<file path="config.mk">
export PLATFORM = sky130hd
export DESIGN_NAME = alu_downcounter
export DESIGN_NICKNAME = d
export VERILOG_FILES = /design/src/rtl/alu_downcounter.sv
export SDC_FILE = /design/constraint.sdc
export NUM_CORES = 1
export LEC_CHECK = 0
export ABC_CLOCK_PERIOD_IN_PS = 2650
export CAP_MARGIN = 20
export CORE_ASPECT_RATIO = 1.2
export CORE_MARGIN = 4
export CORE_UTILIZATION = 49
export DETAILED_ROUTE_END_ITERATION = 6
export PLACE_DENSITY = 0.78
export SLEW_MARGIN = 20
export SYNTH_ARGS = -nofsm -noshare
export SYNTH_HDL_FRONTEND = slang
export SYNTH_SLANG_ARGS = --single-unit
</file>
<file path="constraint.sdc">
create_clock -name clk -period 2.65 [get_ports clk]
set_input_delay 0.3975 -clock clk [delete_from_list [all_inputs] [get_ports clk]]
set_output_delay 0.3975 -clock clk [all_outputs]
set_load 0.05 [all_outputs]
</file>
<file path="src/rtl/alu_downcounter.sv">
// Loadable down-counter/timer with terminal-count pulse, optional auto-reload
// and a sticky underflow flag for enables that arrive after expiry.
module alu_downcounter #(
  parameter int unsigned          WIDTH          = 8,
  parameter logic [WIDTH-1:0]     RELOAD_DEFAULT = 8'hFF
) (
  input  logic             clk,
  input  logic             rb,
  input  logic             load,
  input  logic [WIDTH-1:0] load_val,
  input  logic             start,
  input  logic             en,
  input  logic             auto_reload,
  input  logic             clr_uf,
  output logic [WIDTH-1:0] count,
  output logic             tc,
  output logic             zero,
  output logic             underflow,
  output logic             busy
);

  // state   | meaning
  // IDLE    | out of reset, waiting for load or start; en ignored
  // RUN     | decrementing on each en
  // EXPIRED | one-shot finished, count held at 0; en flags underflow
  typedef enum logic [1:0] {
    IDLE    = 2'd0,
    RUN     = 2'd1,
    EXPIRED = 2'd2
  } state_t;

  localparam logic [WIDTH-1:0] ONE = {{(WIDTH-1){1'b0}}, 1'b1};

  state_t           state, state_nxt;
  logic [WIDTH-1:0] reload_reg, reload_nxt;
  logic [WIDTH-1:0] count_nxt;
  logic             tc_nxt;
  logic             uf_set;
  logic             underflow_nxt;

  always_ff @(posedge clk or negedge rb) begin
    if (!rb) begin
      state      <= IDLE;
      count      <= '0;
      reload_reg <= RELOAD_DEFAULT;
      tc         <= 1'b0;
      underflow  <= 1'b0;
    end else begin
      state      <= state_nxt;
      count      <= count_nxt;
      reload_reg <= reload_nxt;
      tc         <= tc_nxt;
      underflow  <= underflow_nxt;
    end
  end

  always_comb begin
    state_nxt  = state;
    count_nxt  = count;
    reload_nxt = reload_reg;
    tc_nxt     = 1'b0;
    uf_set     = 1'b0;

    if (load) begin
      count_nxt  = load_val;
      reload_nxt = load_val;
      state_nxt  = (load_val != '0) ? RUN : EXPIRED;
    end else if (start) begin
      count_nxt = reload_reg;
      state_nxt = (reload_reg != '0) ? RUN : EXPIRED;
    end else if (en) begin
      unique case (state)
        RUN: begin
          if (count > ONE) begin
            count_nxt = count - ONE;
          end else if (count == ONE) begin
            count_nxt = '0;
            tc_nxt    = 1'b1;
          end else if (auto_reload && (reload_reg != '0)) begin
            // auto_reload only matters here, at the zero decision point
            count_nxt = reload_reg;
          end else begin
            state_nxt = EXPIRED;
          end
        end
        EXPIRED: uf_set = 1'b1;
        default: ;
      endcase
    end
  end

  // a new underflow outranks a simultaneous clear
  always_comb begin
    underflow_nxt = underflow;
    if (uf_set) begin
      underflow_nxt = 1'b1;
    end else if (clr_uf) begin
      underflow_nxt = 1'b0;
    end
  end

  assign zero = (count == '0);
  assign busy = (state == RUN);

endmodule

</file>
After elaboration in Yosys (flattened, before gate mapping)
Cells that the tools add are included.
- $add $sub $neg: 1
- magnitude comparators: 1
- equal/unequal tests: 6
- muxes and demuxes: 28
- reductions and logical operators: 10
- operators by type and width (kind ; count):
    $mux W8 ; 7
    $mux W2 ; 9
    $reduce_bool A8 Y1 ; 2
    $mux W1 ; 12
    $ne A3 B3 Y1 const B ; 3
    $eq A8 B1 Y1 const B ; 1
    $gt A8 B1 Y1 const B ; 1
    $logic_not A8 Y1 ; 1
    $sub A8 B1 Y8 const B ; 1
    $reduce_bool A3 Y1 ; 2
    $reduce_and A5 Y1 ; 1
    $reduce_bool A5 Y1 ; 1
    $reduce_and A3 Y1 ; 1
    $eq A2 B1 Y1 const B ; 1
    $eq A2 B2 Y1 const B ; 1
    $reduce_bool A2 Y1 ; 1
    $logic_and A1 B1 Y1 ; 1
- register bits after elaboration: 20
- input bits: 15
- output and inout port bits: 12
- word-level logic and storage cells: 51

Depth between registers and ports, before layout
- word-level depth: 9
- gate-level depth with buffers: 7
- depth with buffers taken out: 7

Worst setup path before layout
OpenSTA, ideal clock, no wires.
- kind: register to register
- start: register count[1]
- end: register count[2]
- library setup time: 0.123 ns
- arrival time: 2.311 ns
- required time: 2.527 ns
- setup slack: 0.216 ns
- cell stages (with the launch flop): 8
- path buffers: 0
- clock period less this slack: 2.434 ns
- cell sequence: dfrtp_1 > inv_1 > ha_1 > nor4b_1 > a21boi_1 > a31oi_1 > nand2_1 > o221a_2
- cells in the longest elaborated chain, start to end: 7
- elaborated cells between the ends (all ways): 11
- classes of those cells: add/sub (1); order compare (1); eq/ne (1); mux (6); reduce/logical (2)
- RTL lines (element ; line ; RTL):
    from (decl) ; 15 ; output logic [WIDTH-1:0] count,
    from (signal assigned) ; 50 ; count <= count_nxt;
    branches (longest 7 deep; another with $sub A8 B1 Y8) ; - ;
Several ways; the timed one is not identified. The select of a mux whose other input is x is not followed.
A chain may end at the register's enable or synchronous reset.

Worst setup path in the final report
- start: register count[0]
- end: register count[7]
Same word-level chain as after synthesis.

==> out/results.md <==
• status: finished, final reports clean
• placed cells: 181
• Total Routing Usage GR: 21.4%
• total congestion overflow: 0
• die area: 3280 um2
• most used flip-flop cell after synthesis: sky130_fd_sc_hd__dfrtp_1
• core box area: 2310 um2
• mapped cell area: 1190 um2
• sequential fraction of the synthesis area: 43.0%
• DRC Markers: 0
• cts-stage hold buffer count: 0
• number of non-filler instances in the completed layout: 185
• routed via count: 1,145
• TritonCTS Sinks: 20
• routed via count divided by cell count: 6.19
• number of warnings issued by yosys: 0
• biggest area consumer among synthesized cells: sky130_fd_sc_hd__dfrtp_1
• most instantiated library cell after synthesis: sky130_fd_sc_hd__nand2_1
• EDFF count, synth: 0
• TritonCTS clock tree: done
• number of setup violations in the final report: 0
• endpoint with the worst hold slack: reload_reg[6]$_DFFE_PN1P_
• number of nets produced by synthesis: 142
• Post-synth top cells: sky130_fd_sc_hd__nand2_1 (13), sky130_fd_sc_hd__dfrtp_1 (12), sky130_fd_sc_hd__dfstp_2 (8), sky130_fd_sc_hd__nor2_1 (8), sky130_fd_sc_hd__nor4_1 (8)
• fraction of final layout cells with drive strength greater than 1: 20.8%
• proportion of netlist area held by the largest area contributor: 25.3%
• via count of the first global-routing pass: 1,102
• wire length of the first global-routing pass: 5020 um
• start point of the worst min-delay path: reload_reg[6]$_DFFE_PN1P_
• Synth async-reset ratio: 100%
• transition time at the pin with the least slew margin: 0.807 ns
• Setup Buffers After CTS: 0
• Netlist cell types: 36
• total wirelength of the detailed-routed design: 3060 um
• final period demand of the worst path: 2.24 ns
• flop-to-flop setup slack: 0.41 ns
• count of input and output buffers: 26
• crit start category: flip-flop
• Skew-Pair Late Insertion Delay: 0.31 ns
• beginning of the worst register-to-register path: count[0]$_DFFE_PN0P_
• maximum frequency from static timing analysis: 0.447 GHz
• share of the cycle needed by the critical path after routing: 84.5%
• Post-Syn Area per Cell: 9.58 um2
• Top Layer Used: met4
• final count of pins violating max slew: 0
• number of buffers on the longest clock path: 2
• count of standard-cell rows: 19
• number of levels in the clock H-tree: 1
• initial DRC count: 53
• Max FO, Critical Path: 7
• routability cong.: 0.949
• antenna violations before repair: 0
• wl on met1: 1200 um
• die width: 52.9 um
• number of placed I/O pins: 27
• clock tree root buffer cell: sky130_fd_sc_hd__clkbuf_4
• static leakage power: 0.000614 uW
• unrepaired setup endpoints after global routing: no
• die height: 61.9 um
• max-capacitance violation count: 0
• tightest hold margin: 0.523 ns
• antenna diode count: 0
• Max Clock Skew: 0.00924 ns
• average detailed-routed wire length per instance: 16.6 um
• type of the tightest min-delay check: flip-flop to flip-flop
• IR Drop Worst-Case VDD: 411 uV
• largest net degree at the start of global routing: 19
• total power density per cell area: 570 nW/um2
• total negative setup slack: 0 ns
• Initial DRT Pass Iterations: 4
• net count of the finished layout: 173
• amount of wire on met3 after detailed routing: 279 um
• number of endpoints with negative hold slack in the final report: 0
• Hold Path Stages: 2
• Layout area overhead: 30.8%
• slew margin rel.: 46.0%
• arrival time reported for the critical path endpoint: 2.44 ns
• effective utilization at floorplan: 51.5%
• antenna violation net count after detailed routing: 0
• Area contributors post-synth: sky130_fd_sc_hd__dfrtp_1 (25%), sky130_fd_sc_hd__dfstp_2 (18%), sky130_fd_sc_hd__mux2_2 (4.7%)
• met2 routed WL: 1480 um
• kind of end point of the critical path: flip-flop
• count of state elements after synthesis: 20
• post-CTS clock slew at the launch and capture registers of the worst setup and hold paths: 0.10 ns
• estimated wirelength of the detail-placed design: 2410 um
• number of cells traversed by the worst register-to-register path: 8
• gate count of the mapped netlist: 124
• RR Endpoint: count[7]$_DFFE_PN0P_
• TritonCTS buffer count: 3
• Crit Path Class: flip-flop to flip-flop
• total of cells resized after clock tree synthesis: 0
• Worst EP required: 2.85 ns
## per-stage QoR
step | utilization, % | worst slack (ns) | area (um2) | total power (uW)
floorplan | - | 0.216 | 1190 | 588
CTS | 67.3 | 0.419 | 1550 | 892
detailed placement | 65.8 | 0.439 | 1520 | 710
global route | 67.3 | 0.224 | 1550 | 932
global placement | 65.8 | 0.478 | 1520 | 712
finish | 67.3 | 0.412 | 1550 | 885
## per-layer routing
metal | GRT usage, % | up-vias
li1 | - | 534
met1 | 25.8 | 540
met2 | 34.9 | 60
met3 | 4.77 | 11
met4 | 13.1 | 0
met5 | 0 | -
## worst max path at each step
stage / start / to / slack (ns) / cells past startpoint
2_1_floorplan: count[1]$_DFFE_PN0P_ / count[2]$_DFFE_PN0P_ / 0.22 / 7
4_1_cts: count[0]$_DFFE_PN0P_ / count[7]$_DFFE_PN0P_ / 0.42 / 8
5_1_grt: count[0]$_DFFE_PN0P_ / count[7]$_DFFE_PN0P_ / 0.22 / 7
3_3_place_gp: count[4]$_DFFE_PN0P_ / count[5]$_DFFE_PN0P_ / 0.48 / 5
6_report: count[0]$_DFFE_PN0P_ / count[7]$_DFFE_PN0P_ / 0.41 / 8
3_5_place_dp: count[0]$_DFFE_PN0P_ / count[7]$_DFFE_PN0P_ / 0.44 / 8
## cell families (layout without fill, tap and decap cells)
group                    after synthesis  in the layout  share of synthesized area, %
buffers and inverters                 12             42                          4.00
AO/OA/AOI/OAI                         33             33                          20.8
flip-flops                            20             20                          43.0
multiplexers                           7              7                          6.43
adder cells (fa/ha/maj)                3              3                          3.16
AND/OR/NAND/NOR                       49             49                          22.7
## layout make-up
class	instances	area, um2
Inverter	6	22.5
Clock buffer	4	36.3
Tap cell	31	38.8
Sequential cell	20	510
Fill cell	193	753
Multi-Input combinational cell	92	629
Timing Repair Buffer	32	315
## cell usage in the layout, fill, tap and decap left out, types with 2 or more instances in the layout
cell,Yosys,final
sky130_fd_sc_hd__clkbuf_4,0,3
sky130_fd_sc_hd__nand2_1,13,13
sky130_fd_sc_hd__o32ai_1,2,2
sky130_fd_sc_hd__a21oi_1,4,4
sky130_fd_sc_hd__a221o_1,2,2
sky130_fd_sc_hd__mux2_2,5,5
sky130_fd_sc_hd__a31o_2,3,3
sky130_fd_sc_hd__ha_1,3,3
sky130_fd_sc_hd__nand3_1,4,4
sky130_fd_sc_hd__o211ai_1,3,3
sky130_fd_sc_hd__a32o_1,2,2
sky130_fd_sc_hd__nor3_1,6,6
sky130_fd_sc_hd__clkdlybuf4s50_1,0,25
sky130_fd_sc_hd__a31oi_1,3,3
sky130_fd_sc_hd__o21a_1,2,2
sky130_fd_sc_hd__inv_1,6,6
sky130_fd_sc_hd__buf_4,0,6
sky130_fd_sc_hd__dfstp_2,8,8
sky130_fd_sc_hd__nor4b_1,2,2
sky130_fd_sc_hd__o21ai_0,5,5
sky130_fd_sc_hd__o221a_2,2,2
sky130_fd_sc_hd__a221oi_1,2,2
sky130_fd_sc_hd__nor2_1,8,8
sky130_fd_sc_hd__nor4_1,8,8
sky130_fd_sc_hd__mux2i_1,2,2
sky130_fd_sc_hd__dfrtp_1,12,12
## power breakdown
part / internal [uW] / switching [uW] / total (uW)
sequential: 346 / 43.7 / 390
combinational: 128 / 188 / 317
clock: 84.0 / 95.1 / 179
total: 558 / 327 / 885
## critical path, cell delays in order, from the launching register on
cell and delay, ns:
sky130_fd_sc_hd__dfrtp_1 0.45, sky130_fd_sc_hd__inv_1 0.12, sky130_fd_sc_hd__ha_1 0.29, sky130_fd_sc_hd__nor4b_1 0.19, sky130_fd_sc_hd__buf_4 0.16, sky130_fd_sc_hd__a21oi_1 0.23, sky130_fd_sc_hd__nor2_1 0.13, sky130_fd_sc_hd__a221o_1 0.36
sky130_fd_sc_hd__a32o_1 0.21
Note: power is estimated with default switching activity, not from simulation.
==> variant 1: new RTL, config.mk and constraints unchanged <==
The parameter `WIDTH` goes from 8 to 9.
--- a/src/rtl/alu_downcounter.sv
+++ b/src/rtl/alu_downcounter.sv
@@ -1,7 +1,7 @@
 // Loadable down-counter/timer with terminal-count pulse, optional auto-reload
 // and a sticky underflow flag for enables that arrive after expiry.
 module alu_downcounter #(
-  parameter int unsigned          WIDTH          = 8,
+  parameter int unsigned          WIDTH          = 9,
   parameter logic [WIDTH-1:0]     RELOAD_DEFAULT = 8'hFF
 ) (
   input  logic             clk,
Interface: changed (resized count and load_val); port bits go from 27 to 29. No check against the original RTL was run, so the function may have changed too.
==> variant 1 against the original RTL <==
  * Sequential cell count rose by 2
  * Via count rose by 15%
  * Synthesized cell count rose by 8.1%
  * Non-clock buffer count rose by 2
  * Total power rose by 13%
  * Worst setup slack improved by 56 ps
  * Final cell count rose by 7.6%
  * Clock skew fell by 3.8 ps
  * Routed wire length rose by 18%
  * Clock power fell by 9%
  * Cell area rose by 13%
  * Register-to-register slack improved by 240 ps
  * Synthesized area rose by 18%
  * First-iteration DRC count rose by 94%
==> variant 1: results <==
metrics = {
    "drt": {
        "vias": 1316,
        "routed_wl_um": 3610,
        "drtPass1Iterations": 5,
        "drtIter0Drc": 103,
    },
    "critical_path": {
        "crit_end": "zero",
        "r2r_slack_ps": 650,
        "r2r_cells": 6,
        "timing.rr.end": "count[0]",
        "crit_path_max_fanout": 9,
        "max_stage_delay_ps": 480,
        "r2r_start": "count[1]",
        "worstPathArrival_ps": 1780,
        "timing.critical_path.from": "count[5]",
    },
    "worst_hold_path": {
        "min_from": "reload_reg[1]",
        "hold_end": "reload_reg[1]",
    },
    "synthesis": {
        "synth_adder_area_share_pct": 1.79,
        "yosys-mux-area-fraction_pct": 6.43,
        "yosys_warnings": 0,
        "ys_seq_area_share_pct": 40.0,
        "synth_compound_area_share_pct": 25.5,
        "synthFlopType": "dfrtp_1",
        "ys_types": 48,
        "yosys-top-cells-count": "dfrtp_1, nor3_1",
        "synthTopCellsByArea": "dfrtp_1, dfstp_2, mux2_2",
        "syn-instance-count": 134,
    },
    "run_status": {
        "status": "finished clean",
    },
    "place": {
        "gp_congestion": 0.902,
        "place_ws_ps": 449,
        "io_buffers": 28,
        "dp_hpwl_um": 2760,
    },
    "global_route": {
        "grt_usage_pct": 19.4,
        "grt_pass1_wl_um": 5660,
        "grt_max_degree": 19,
        "grt_pass1_vias": 1187,
    },
    "timing": {
        "finalCritPeriodShare_pct": 82.3,
        "tightest_slew_ps": 799,
    },
    "layout": {
        "layout.nets": 185,
        "stdcell_count": 199,
        "layout-drive-gt1-share_pct": 21.1,
        "fillers": 223,
    },
    "pwr": {
        "ir_drop_mv": 0.428,
        "p_leak_nw": 0.656,
        "p_sw_w": 0.000406,
        "pwr-share-clk_pct": 16.2,
        "power.share.combinational_pct": 39.3,
    },
    "clock_tree": {
        "clkTransAtPathRegs_ps": 120,
    },
}
==> variant 1: cell count changes after synthesis, moves of 4 or more <==
cell       before  now
nand2b_1        0    5
o2bb2ai_1       0    6
a222oi_1        0    4
o21ai_0         5    1
o32ai_1         2    7
nand2_1        13    8
nor4_1          8    3
==> variant 1: stage by stage <==
step	hold WS [ps]	util, %	instance area, µm²
after floorplan	102	-	1400
after global placement	494	66.0	1730
after detailed placement	502	66.0	1730
after CTS	527	67.0	1760
after global routing	559	67.0	1760
final	525	67.0	1760
==> variant 1: layout make-up <==
class | count | share of cell area [%]
inverters | 6 | 1.28
multi-input cells | 100 | 44.7
well taps | 33 | 2.35
clock buffers | 4 | 1.49
flip-flops and latches | 22 | 31.9
repair buffers | 34 | 18.3
==> variant 1: per-layer routing <==
metal	global-route usage (%)	up-vias	wire [µm]
met4	6.09	0	34
li1	-	605	-
met5	0	-	0
met1	25.6	634	1510
met3	1.94	6	287
met2	33.2	71	1780
